==> src/rtl/fetch_unit.sv <==
// fetch_unit: PC, instruction register and saved-PC for the multicycle
// 16-bit processor. Sequences fetch, branch, jump and JR from the
// control_unit strobes and presents the decoded IR fields downstream.
module fetch_unit #(
    parameter logic [15:0] RESET_PC  = 16'h0000,
    parameter int          JMP_SHIFT = 1
) (
    input  logic        CLK,
    input  logic        Reset,
    input  logic        IRWrite,
    input  logic        PCWrite,
    input  logic        isBranch,
    input  logic [1:0]  PCSrc,
    input  logic [15:0] MemData,
    input  logic [15:0] ALUResult,
    input  logic [15:0] ALUOut,
    input  logic [15:0] RegData,
    input  logic        Zero,
    output logic [5:0]  Opcode,
    output logic [15:0] PC,
    output logic [15:0] OldPC,
    output logic [15:0] IR,
    output logic [3:0]  Rd,
    output logic [3:0]  Rs,
    output logic [3:0]  Rt,
    output logic [15:0] Imm,
    output logic        BranchTaken,
    output logic        PCMisalign,
    output logic [15:0] InstrCount
);

    // Branch encodings carried in IR[13:12]
    localparam logic [1:0] BR_EQ = 2'b01;
    localparam logic [1:0] BR_NE = 2'b10;

    logic [15:0] pc_r;
    logic [15:0] old_pc_r;
    logic [15:0] ir_r;
    logic [15:0] instr_count_r;
    logic        misalign_r;

    logic [15:0] jump_base_s;
    logic [15:0] jump_target_s;
    logic [15:0] next_pc_s;
    logic        branch_cond_s;
    logic        branch_taken_s;
    logic        pc_en_s;

    // Next-PC source selection; unknown selects fall back to the
    // sequential path so the PC never takes an undefined value.
    function automatic logic [15:0] sel_next_pc(
        input logic [1:0]  src,
        input logic [15:0] alu_result,
        input logic [15:0] alu_out,
        input logic [15:0] jump_target,
        input logic [15:0] reg_data
    );
        logic [15:0] res;
        case (src)
            2'd0:    res = alu_result;
            2'd1:    res = alu_out;
            2'd2:    res = jump_target;
            2'd3:    res = reg_data;
            default: res = alu_result;
        endcase
        return res;
    endfunction

    // Branch condition from the branch-type bits and the ALU equality flag
    function automatic logic eval_branch(
        input logic [1:0] kind,
        input logic       zero
    );
        logic res;
        case (kind)
            BR_EQ:   res = zero;
            BR_NE:   res = ~zero;
            default: res = 1'b0;
        endcase
        return res;
    endfunction

    // Jump target: region bits of PC above the shifted 12-bit field,
    // truncated to the 16-bit address space by the assignment width.
    always_comb begin
        jump_base_s   = {1'b0, pc_r[15:13], ir_r[11:0]};
        jump_target_s = jump_base_s << JMP_SHIFT;
    end

    // Next-PC mux, branch resolution and PC write enable
    always_comb begin
        next_pc_s      = sel_next_pc(PCSrc, ALUResult, ALUOut, jump_target_s, RegData);
        branch_cond_s  = eval_branch(ir_r[13:12], Zero);
        branch_taken_s = isBranch & branch_cond_s;
        pc_en_s        = PCWrite | branch_taken_s;
    end

    // PC register and sticky misalignment flag; bit 0 of the PC is
    // always forced low, an odd target only raises the flag.
    always_ff @(posedge CLK or posedge Reset) begin
        if (Reset) begin
            pc_r       <= RESET_PC;
            misalign_r <= 1'b0;
        end else if (pc_en_s) begin
            pc_r <= {next_pc_s[15:1], 1'b0};
            if (next_pc_s[0]) begin
                misalign_r <= 1'b1;
            end else begin
                misalign_r <= misalign_r;
            end
        end else begin
            pc_r       <= pc_r;
            misalign_r <= misalign_r;
        end
    end

    // Instruction load: IR, the PC it was fetched from (pre-update value)
    // and the retired-instruction counter, which wraps naturally.
    always_ff @(posedge CLK or posedge Reset) begin
        if (Reset) begin
            ir_r          <= 16'h0000;
            old_pc_r      <= RESET_PC;
            instr_count_r <= 16'h0000;
        end else if (IRWrite) begin
            ir_r          <= MemData;
            old_pc_r      <= pc_r;
            instr_count_r <= instr_count_r + 16'd1;
        end else begin
            ir_r          <= ir_r;
            old_pc_r      <= old_pc_r;
            instr_count_r <= instr_count_r;
        end
    end

    assign PC          = pc_r;
    assign OldPC       = old_pc_r;
    assign IR          = ir_r;
    assign InstrCount  = instr_count_r;
    assign PCMisalign  = misalign_r;
    assign Opcode      = {2'b00, ir_r[15:12]};
    assign Rd          = ir_r[11:8];
    assign Rs          = ir_r[7:4];
    assign Rt          = ir_r[3:0];
    assign Imm         = {{8{ir_r[7]}}, ir_r[7:0]};
    assign BranchTaken = branch_taken_s;

endmodule

==> config.mk <==
export PLATFORM = sky130hd
export DESIGN_NAME = fetch_unit
export DESIGN_NICKNAME = d
export VERILOG_FILES = /design/src/rtl/fetch_unit.sv
export SDC_FILE = /design/constraint.sdc
export NUM_CORES = 1
export LEC_CHECK = 0
export ABC_AREA = 0
export CAP_MARGIN = 40
export CELL_PAD_IN_SITES_DETAIL_PLACEMENT = 1
export CELL_PAD_IN_SITES_GLOBAL_PLACEMENT = 1
export CORE_MARGIN = 2
export CORE_UTILIZATION = 32
export DETAILED_ROUTE_END_ITERATION = 8
export PLACE_DENSITY = 0.84
export SETUP_SLACK_MARGIN = 0.05
export SYNTH_ARGS = -nofsm -noshare
export SYNTH_HDL_FRONTEND = slang
export SYNTH_SLANG_ARGS = --single-unit
==> constraint.sdc <==
create_clock -name CLK -period 4.5 [get_ports CLK]
set_clock_uncertainty 0.1 [all_clocks]
set_input_delay 0.9 -clock CLK [delete_from_list [all_inputs] [get_ports CLK]]
set_output_delay 0.9 -clock CLK [all_outputs]
set_load 0.05 [all_outputs]
==> flow_summary.yaml <==
status:
  outcome: "finished, final reports clean"
timing:
  max_freq_mhz: 272
  layout_min_cycle_time_ps: 3680
  rsz0062_at_grt: "no"
  hold_violations: 0
  slew_headroom_pct: 58.3
  drv_slew: 0
  finalCritPeriodShare_pct: 81.7
  timing.final.ws_setup_ps: 822
  worst_pin_slew_ps: 626
  setup_violations: 0
  tns_ps: 0
route:
  vias: 2391
  drt-pass1-iter-count: 4
  route.detailed.drc: 0
  routed_via_density: 4.67
  postRouteAntennaNets: 0
  wl_per_cell_um: 17.5
  drt_iter0_drc: 27
  routed_wl_mm: 8.97
global_routing:
  grt_pass1_wl_mm: 14.0
  grt_max_degree: 36
  grt_overflow: 0
  grt_use_total_pct: 17.4
  grt_antenna_before_repair: 0
  grt_pass1_vias: 2703
yosys:
  synth_top_family_by_area: "multiplexers"
  synth_ff_type: "dfrtp_1"
  ys_seq_area_share_pct: 50.2
  async_flop_share_pct: 100
  ys_seq_elements: 63
  synth_edf_count: 0
  synth_simple_gate_area_share_pct: 5.53
  muxShareOfSynthArea_pct: 26.2
  synth_xor_area_share_pct: 4.18
  yosys-top-cells-count: "63 x dfrtp_1, 45 x mux2_2, 36 x buf_4, 12 x mux4_2, 9 x xnor2_1"
  syn_area_per_cell_um2: 13.6
  ys_types: 30
  synth_compound_area_share_pct: 3.14
  netlist.area_leader.share_pct: 50.2
  syn_inst: 231
  synth_warnings: 0
  synth.top_cells.by_area: "dfrtp_1 50%, mux2_2 16%, buf_4 8.6%"
  netlist_area_um2: 3140
  yosysMostFrequentCell: "dfrtp_1"
  synth_fa_ha_area_share_pct: 0.398
  post-synth-top-area-cell: "dfrtp_1"
placement:
  place_hpwl_mm: 6.85
  io_buffer_count: 167
  gp_congestion: 0.738
  dp_slack_ps: 811
  dpl_cell_area_um2: 4750
die:
  coreArea_um2: 9640
  die_h_um: 103
  die-area_um2: 10600
  die_width_um: 103
  io_pins: 172
  rows: 36
  start_util_pct: 32.6
cts:
  holdBufCountCts: 0
  clockBufferDepth: 2
  clkLatencyLatePin_ps: 330
  cts_resized: 0
  clk_pin_slew_ps: 70
  tritoncts: "built"
  root_buffer: "clkbuf_8"
  cts_setup_buffers: 0
  clkSinkCount: 63
  cts_buffers: 9
  htreeDepth: 3
min_path:
  min_path_type: "flop to flop"
worst_setup_path:
  start_kind: "input pin"
  critical_path_required_ps: 3500
  cp_max_fo: 3
  path_class: "input pin to primary output"
  end_kind: "primary output"
  arrival_ps: 2680
power_and_ir_drop:
  power.leakage_nw: 2.05
  vdd_drop_max_mv: 0.270
  p_per_area_nw_per_um2: 494
cells_and_area:
  num-fill-cells: 1010
  fin_nets: 447
  layout-drive-gt1-share_pct: 23.7
  post-route-util_pct: 52.3
  final_design_area_no_fill_um2: 5040
  antenna_cells: 0
  area_growth_pct: 60.5
flow_run:
  drv_cap: 0
[report_power, final]
part	switching, W	total [W]	internal (W)
clock network	0.000225	0.000719	0.000495
logic	0.000623	0.00101	0.000382
registers	0.000100	0.000766	0.000666
total	0.000948	0.00249	0.00154
[layout by cell type (no fill, tap or decap), types with 4 or more instances in the layout]
cell type	instances
buf_4	5
bufinv_16	5
clkbuf_8	10
clkdlybuf4s50_1	166
conb_1	4
dfrtp_1	63
mux2_2	45
mux4_2	12
nand2_1	8
nand3_1	4
nand4_1	5
nor2_1	5
o21ai_0	5
xnor2_1	9
xor2_1	6
[sequential cells by signal (all words and copies together), names as in the netlist]
| signal | count |
|---|---|
| PC | 15 |
| IR | 16 |
| InstrCount | 16 |
| PCMisalign | 1 |
| OldPC | 15 |
[worst max-delay path: stages]
cell,delay [ps]
clkdlybuf4s50_1,480
and4bb_4,390
a31o_2,110
clkdlybuf4s50_1,790
[worst paths after layout]
check                                        endpoint  cells after the start                       start  slack [ps]
max reg2reg                         PC[7]$_DFFE_PP0P_                      4          IR[13]$_DFFE_PP0P_        2440
max in group asynchronous        OldPC[2]$_DFFE_PP0P_                      4                       Reset        2740
min                        InstrCount[15]$_DFFE_PP0P_                      1  InstrCount[15]$_DFFE_PP0P_         390
min reg2reg                InstrCount[15]$_DFFE_PP0P_                      1  InstrCount[15]$_DFFE_PP0P_         390
max                                       BranchTaken                      4                        Zero         820
min in group asynchronous       OldPC[10]$_DFFE_PP0P_                      2                       Reset         840
[metrics by stage]
step                      power, W  hold slack, ps  cells
after floorplan            0.00144             685    234
final                      0.00249             387    512
after CTS                  0.00252             390    512
after global placement     0.00175             364    493
after detailed placement   0.00179             375    496
after global routing       0.00260             419    512
[cell type report]
cell class | count | area [um2] | area share (%)
inverters | 1 | 3.75 | 0.0744
repair buffers | 175 | 1750 | 34.7
clock inverters | 6 | 155 | 3.08
clock buffers | 10 | 138 | 2.73
well taps | 133 | 166 | 3.30
multi-input cells | 124 | 1250 | 24.9
flip-flops and latches | 63 | 1580 | 31.3
[routing by layer]
metal | GRT usage (%) | part of all wire, %
met1 | 19.0 | 37
met2 | 32.4 | 56
met3 | 6.51 | 7.4
met4 | 3.54 | 0.55
met5 | 0 | 0
[logic make-up (layout without fill, tap and decap cells)]
| logic type | Yosys count | in the layout |
|---|---|---|
| compound gates | 12 | 12 |
| xor+xnor | 15 | 15 |
| fa+ha+maj | 1 | 1 |
| buf+inv | 47 | 192 |
| flops | 63 | 63 |
| mux | 60 | 60 |
| other cells | 1 | 4 |
| simple gates | 32 | 32 |
(Power assumes the default switching activity.)
